File: config.mk
export PLATFORM = sky130hd
export DESIGN_NAME = vx_tex_sampler
export DESIGN_NICKNAME = d
export VERILOG_FILES = /design/src/rtl/vx_tex_sampler_pkg.sv /design/src/rtl/vx_tex_sampler_format.sv /design/src/rtl/vx_tex_sampler.sv
export SDC_FILE = /design/constraint.sdc
export NUM_CORES = 2
export LEC_CHECK = 0
export CELL_PAD_IN_SITES_DETAIL_PLACEMENT = 1
export CELL_PAD_IN_SITES_GLOBAL_PLACEMENT = 1
export CORE_ASPECT_RATIO = 1.5
export CORE_UTILIZATION = 30
export DETAILED_ROUTE_END_ITERATION = 10
export MAX_ROUTING_LAYER = met4
export PLACE_DENSITY_LB_ADDON = 0.1
export SKIP_CTS_REPAIR_TIMING = 1
export SLEW_MARGIN = 20
export SYNTH_ARGS = -nofsm -noshare
export SYNTH_HDL_FRONTEND = slang
export SYNTH_SLANG_ARGS = --single-unit
File: constraint.sdc
create_clock -name clk -period 19.6 [get_ports clk]
set_input_delay 1.96 -clock clk [delete_from_list [all_inputs] [get_ports clk]]
set_output_delay 1.96 -clock clk [all_outputs]
set_load 0.01 [all_outputs]
File: src/rtl/vx_tex_sampler_pkg.sv
// rtl/vx_tex_sampler_pkg.sv - texture sampler format codes, channel offsets and texel type
package vx_tex_sampler_pkg;

    localparam int TEX_FORMAT_BITS = 3;
    localparam int TEX_FILTER_BITS = 2;

    localparam logic [TEX_FORMAT_BITS-1:0] TEX_FMT_R8G8B8A8 = 3'd0;
    localparam logic [TEX_FORMAT_BITS-1:0] TEX_FMT_R5G6B5   = 3'd1;
    localparam logic [TEX_FORMAT_BITS-1:0] TEX_FMT_R4G4B4A4 = 3'd2;
    localparam logic [TEX_FORMAT_BITS-1:0] TEX_FMT_L8       = 3'd3;
    localparam logic [TEX_FORMAT_BITS-1:0] TEX_FMT_A8       = 3'd4;
    localparam logic [TEX_FORMAT_BITS-1:0] TEX_FMT_L8A8     = 3'd5;

    localparam int TEX_R_OFF = 0;
    localparam int TEX_G_OFF = 8;
    localparam int TEX_B_OFF = 16;
    localparam int TEX_A_OFF = 24;

    typedef struct packed {
        logic [7:0] a;
        logic [7:0] b;
        logic [7:0] g;
        logic [7:0] r;
    } rgba8_t;

endpackage

File: src/rtl/vx_tex_sampler_format.sv
// rtl/vx_tex_sampler_format.sv - combinational unpack of one fetched texel to RGBA8
module vx_tex_sampler_format
    import vx_tex_sampler_pkg::*;
(
    input  logic [TEX_FORMAT_BITS-1:0] format_i,
    input  logic [31:0]                texel_i,
    output logic [31:0]                color_o
);

    rgba8_t c;

    // Narrow channels are widened by replicating their MSBs into the low bits.
    always_comb begin
        c.r = texel_i[TEX_R_OFF +: 8];
        c.g = texel_i[TEX_G_OFF +: 8];
        c.b = texel_i[TEX_B_OFF +: 8];
        c.a = texel_i[TEX_A_OFF +: 8];
        case (format_i)
            TEX_FMT_R5G6B5: begin
                c.r = {texel_i[15:11], texel_i[15:13]};
                c.g = {texel_i[10:5],  texel_i[10:9]};
                c.b = {texel_i[4:0],   texel_i[4:2]};
                c.a = 8'hFF;
            end
            TEX_FMT_R4G4B4A4: begin
                c.r = {texel_i[15:12], texel_i[15:12]};
                c.g = {texel_i[11:8],  texel_i[11:8]};
                c.b = {texel_i[7:4],   texel_i[7:4]};
                c.a = {texel_i[3:0],   texel_i[3:0]};
            end
            TEX_FMT_L8: begin
                c.r = texel_i[7:0];
                c.g = texel_i[7:0];
                c.b = texel_i[7:0];
                c.a = 8'hFF;
            end
            TEX_FMT_A8: begin
                c.r = 8'h00;
                c.g = 8'h00;
                c.b = 8'h00;
                c.a = texel_i[7:0];
            end
            TEX_FMT_L8A8: begin
                c.r = texel_i[7:0];
                c.g = texel_i[7:0];
                c.b = texel_i[7:0];
                c.a = texel_i[15:8];
            end
            default: ;
        endcase
    end

    assign color_o = c;

endmodule

File: src/rtl/vx_tex_sampler.sv
// rtl/vx_tex_sampler.sv - pipelined point/bilinear texel sampler (unpack, h-lerp, v-lerp, output)
module vx_tex_sampler
    import vx_tex_sampler_pkg::*;
#(
    parameter int CORE_ID   = 0,
    parameter int NUM_REQS  = 1,
    parameter int REQ_INFOW = 1
) (
    input  logic                       clk,
    input  logic                       reset,
    input  logic                       req_valid,
    input  logic [NUM_REQS-1:0]        req_tmask,
    input  logic [TEX_FORMAT_BITS-1:0] req_format,
    input  logic [TEX_FILTER_BITS-1:0] req_filter,
    input  logic [NUM_REQS*16-1:0]     req_blends,
    input  logic [NUM_REQS*128-1:0]    req_data,
    input  logic [REQ_INFOW-1:0]       req_info,
    output logic                       req_ready,
    output logic                       rsp_valid,
    output logic [NUM_REQS-1:0]        rsp_tmask,
    output logic [NUM_REQS*32-1:0]     rsp_data,
    output logic [REQ_INFOW-1:0]       rsp_info,
    input  logic                       rsp_ready
);

    function automatic logic [7:0] lerp8(input logic [7:0] a, input logic [7:0] b, input logic [7:0] f);
        logic [16:0] sum;
        sum = {9'd0, a} * (17'd256 - {9'd0, f}) + {9'd0, b} * {9'd0, f} + 17'd128;
        return sum[15:8];
    endfunction

    function automatic logic [31:0] lerp_rgba(input logic [31:0] a, input logic [31:0] b, input logic [7:0] f);
        logic [31:0] res;
        for (int c = 0; c < 4; c++) begin
            res[c*8 +: 8] = lerp8(a[c*8 +: 8], b[c*8 +: 8], f);
        end
        return res;
    endfunction

    logic s0_valid_q, s1_valid_q, s2_valid_q, rsp_valid_q;
    logic out_en, s2_en, s1_en, s0_en;

    // A stage may load when empty or when everything downstream of it is moving.
    assign out_en    = ~rsp_valid_q | rsp_ready;
    assign s2_en     = ~s2_valid_q | out_en;
    assign s1_en     = ~s1_valid_q | s2_en;
    assign s0_en     = ~s0_valid_q | s1_en;
    assign req_ready = s0_en;

    logic [NUM_REQS-1:0][3:0][31:0] unpacked;

    for (genvar i = 0; i < NUM_REQS; i++) begin : g_lane
        for (genvar j = 0; j < 4; j++) begin : g_texel
            vx_tex_sampler_format u_format (
                .format_i (req_format),
                .texel_i  (req_data[(i*4+j)*32 +: 32]),
                .color_o  (unpacked[i][j])
            );
        end
    end

    logic [NUM_REQS-1:0][3:0][31:0] s0_texel_q;
    logic [NUM_REQS-1:0][7:0]       fu_d, fv_d, s0_fu_q, s0_fv_q, s1_fv_q;
    logic [NUM_REQS-1:0][31:0]      row0_d, row1_d, color_d;
    logic [NUM_REQS-1:0][31:0]      s1_row0_q, s1_row1_q, s2_color_q, rsp_data_q;
    logic [NUM_REQS-1:0]            s0_tmask_q, s1_tmask_q, s2_tmask_q, rsp_tmask_q;
    logic [REQ_INFOW-1:0]           s0_info_q, s1_info_q, s2_info_q, rsp_info_q;

    // Point sampling zeroes both weights so the lerps pass t0 through unchanged.
    always_comb begin
        fu_d = '0;
        fv_d = '0;
        for (int i = 0; i < NUM_REQS; i++) begin
            if (req_filter != '0) begin
                fu_d[i] = req_blends[i*16 +: 8];
                fv_d[i] = req_blends[i*16+8 +: 8];
            end
        end
    end

    always_comb begin
        row0_d  = '0;
        row1_d  = '0;
        color_d = '0;
        for (int i = 0; i < NUM_REQS; i++) begin
            row0_d[i] = lerp_rgba(s0_texel_q[i][0], s0_texel_q[i][1], s0_fu_q[i]);
            row1_d[i] = lerp_rgba(s0_texel_q[i][2], s0_texel_q[i][3], s0_fu_q[i]);
            if (s1_tmask_q[i]) begin
                color_d[i] = lerp_rgba(s1_row0_q[i], s1_row1_q[i], s1_fv_q[i]);
            end
        end
    end

    always_ff @(posedge clk or posedge reset) begin
        if (reset) begin
            s0_valid_q  <= 1'b0;
            s1_valid_q  <= 1'b0;
            s2_valid_q  <= 1'b0;
            rsp_valid_q <= 1'b0;
        end else begin
            if (s0_en)  s0_valid_q  <= req_valid;
            if (s1_en)  s1_valid_q  <= s0_valid_q;
            if (s2_en)  s2_valid_q  <= s1_valid_q;
            if (out_en) rsp_valid_q <= s2_valid_q;
        end
    end

    always_ff @(posedge clk) begin
        if (s0_en) begin
            s0_texel_q <= unpacked;
            s0_fu_q    <= fu_d;
            s0_fv_q    <= fv_d;
            s0_tmask_q <= req_tmask;
            s0_info_q  <= req_info;
        end
        if (s1_en) begin
            s1_row0_q  <= row0_d;
            s1_row1_q  <= row1_d;
            s1_fv_q    <= s0_fv_q;
            s1_tmask_q <= s0_tmask_q;
            s1_info_q  <= s0_info_q;
        end
        if (s2_en) begin
            s2_color_q <= color_d;
            s2_tmask_q <= s1_tmask_q;
            s2_info_q  <= s1_info_q;
        end
        if (out_en) begin
            rsp_data_q  <= s2_color_q;
            rsp_tmask_q <= s2_tmask_q;
            rsp_info_q  <= s2_info_q;
        end
    end

    assign rsp_valid = rsp_valid_q;
    assign rsp_data  = rsp_data_q;
    assign rsp_tmask = rsp_tmask_q;
    assign rsp_info  = rsp_info_q;

endmodule

==> flow_summary_export.csv <==
group,metric,value,unit
clock_network,cts_buffer_depth,3,
critical_path,crit_path_start_kind,"register",
die,fp.coreArea,222000,µm²
global_route,grt_overflow,0,
synth,synthArstFlopShare,1.37,%
critical_path,r2r_start,"s0_fu_q[2]",
timing,worst_pin_slew,1100,ps
global_route,antenna_found_initial,22,
synth,synth_edf_count,288,
final_layout,syn_to_final_growth,9.65,%
critical_path,r2r_end,"s1_row0_q[15]",
worst_hold_path,min_path_cells,0,
critical_path,rrSetupSlack,11690,ps
global_route,grt_max_degree,121,
clock_network,numCtsBuffers,41,
route,detail_route.iter0.violations,1557,
synth,avgSynthCellArea,9.24,µm²
synth,synth.cell_area,67100,µm²
critical_path,cp-end-kind,"register",
timing,rsz0062_at_grt,"false",
critical_path,required,19990,ps
synth,synthFlopType,"edfxtp_1",
clock_network,clk_latency,660,ps
worst_hold_path,min_from,"s2_color_q[7]",
route,vias,48057,
route,drc_errors,0,
timing,finalSetupViolCount,0,
die,ios,191,
timing,period_share,40.4,%
critical_path,cp_data_arrival_time,8300,ps
synth,synth_cell_types,68,
synth,synth-warning-count,0,
final_layout,finalInstanceArea,73600,µm²
timing,slew_headroom,26.1,%
place,place_congestion,0.843,
global_route,grt_pass1_wl,335000,µm
die,die_x,388,µm
timing,hold_viol,0,
die,die_area,226000,µm²
clock_network,root_buffer,"clkbuf_16",
route,avgRoutedWirePerCell,21.4,µm
clock_network,clock_sinks,292,
die,fp.dieH,581,µm
synth,synthCells,7269,
critical_path,cp_max_fo,45,
timing,clock_skew,35.4,ps
synth,ys_seq_elements,292,
clock_network,htreeDepth,2,
clock_network,cts_tree,"done",
worst_hold_path,holdPathEnd,"rsp_data[7]",
route,drt-total-wl,219000,µm
die,start_util,30.2,%
clock_network,path_clk_slew,60,ps
global_route,first_global_vias,55107,
flow_run,cap_violations,0,
timing,fin_setup_tns,0,ps
synth,synth_fp_nets,9416,
die,rows,212,
timing,final_max_slew_viol_count,0,
place,place_hpwl,177000,µm
final_layout,nets,9419,
route,antenna_left,0,
place,placed_cell_area,72300,µm²
worst_hold_path,hold_class,"register to register",
global_route,grt.total_usage,20.2,%
route,viasPerCell,4.71,
critical_path,rr_worst_depth,24,
critical_path,worstSetupPathType,"register to register",
synth,synth-seq-area-share,13.0,%
final_layout,drive_above_1_share,2.85,%
timing,fmax,126,MHz
route,drt_first_pass_iters,5,
status,status,"finished, final reports clean",
timing,period_needed,7910,ps
place,numPortBuffers,190,
==> cells by family after synthesis <==
kind of cell,synth area share [%]
buffers and inverters,11.5
flip-flops,13.0
AND/OR/NAND/NOR,16.2
XOR/XNOR,2.21
adder cells (fa/ha/maj),50.5
AO/OA/AOI/OAI,6.39
multiplexers,0.194
==> layer usage <==
layer / wire (µm) / up-vias / GRT usage, %
met1: 90800 / 25169 / 23.2
met5: 0 / - / -
met2: 118000 / 606 / 37.8
met4: 5710 / 0 / 5.00
li1: - / 22083 / -
met3: 4320 / 199 / 1.32
==> stage by stage <==
step,std cells,setup slack [ps],utilization (%),hold slack (ps)
6_report,10199,11690,33.1,417
5_1_grt,10195,11150,33.1,420
4_1_cts,10192,11520,33.1,420
3_5_place_dp,10118,11520,32.5,406
3_3_place_gp,10118,11670,32.5,403
2_1_floorplan,7269,11360,-,400
==> worst max-delay path: stages, from the launching register on <==
cell      delay [ps]
edfxtp_1         350
buf_4            320
nor3_1           330
nand3_1          240
xor2_4           590
buf_4            700
and2_1           250
fa_1             390
inv_1             90
fa_1             410
fa_1             520
inv_1             60
fa_1             490
fa_1             490
inv_1             50
fa_1             470
inv_1             50
ha_1             190
nor3_1           250
o211ai_1         190
a311oi_1         490
o21ai_0          210
a21oi_1          270
o21bai_1         110
xnor2_1          130
==> state kept, by name, summed over array words and instances, names as in the netlist, 8 cells and up <==
name        flops
s1_row1_q      32
s0_texel_q    128
s2_color_q     32
rsp_data       32
s0_fu_q         8
s1_row0_q      32
s0_fv_q         8
s1_fv_q         8
==> layout by cell type (no fill, tap or decap), types with 118 or more instances in the layout <==
cell type and instances:
nor2_1 168, o21ai_0 195, fa_1 1200, inv_1 1735, nand2_1 673, a21oi_1 198, clkdlybuf4s50_1 187, xnor2_1 118
ha_1 791, and2_1 1053, edfxtp_1 288
==> cell type report <==
cell class	count	area (µm²)
Multi-Input combinational cell	4929	50900
Clock buffer	43	1030
Timing Repair Buffer	270	2510
Antenna cell	7	17.5
Sequential cell	292	8750
Inverter	1738	6530
Tap cell	2889	3610
Fill cell	25478	149000
Clock inverter	31	299
==> worst max-delay path by stage <==
| stage | startpoint | endpoint | cells past startpoint |
|---|---|---|---|
| CTS | s0_fu_q[2] | s1_row0_q[15] | 24 |
| floorplan | rsp_ready | req_ready | 2 |
| detailed placement | s0_fu_q[2] | s1_row0_q[15] | 24 |
| finish | s0_fu_q[2] | s1_row0_q[15] | 24 |
| global placement | s0_fu_q[2] | s1_row0_q[15] | 24 |
| global route | s0_fu_q[2] | s1_row0_q[7] | 24 |
==> Yosys cell counts, types with 23 or more instances <==
library cell / n / area, µm²
nor2_1: 171 / 642
and2_1: 1053 / 6590
xnor2_1: 125 / 1090
a21o_1: 23 / 173
clkbuf_1: 247 / 927
o221ai_1: 37 / 324
o21ai_0: 195 / 976
nor2b_1: 35 / 219
a31oi_1: 23 / 144
o22ai_1: 70 / 438
buf_1: 53 / 199
ha_1: 792 / 9910
inv_1: 1737 / 6520
a21oi_1: 198 / 991
fa_1: 1200 / 24000
xor2_1: 41 / 359
edfxtp_1: 288 / 8650
nand2b_1: 37 / 231
nand2_1: 675 / 2530
Power is left out: the tool's default activity adds up to more than one toggle a clock period on the data nets, which glitch-free logic cannot reach.
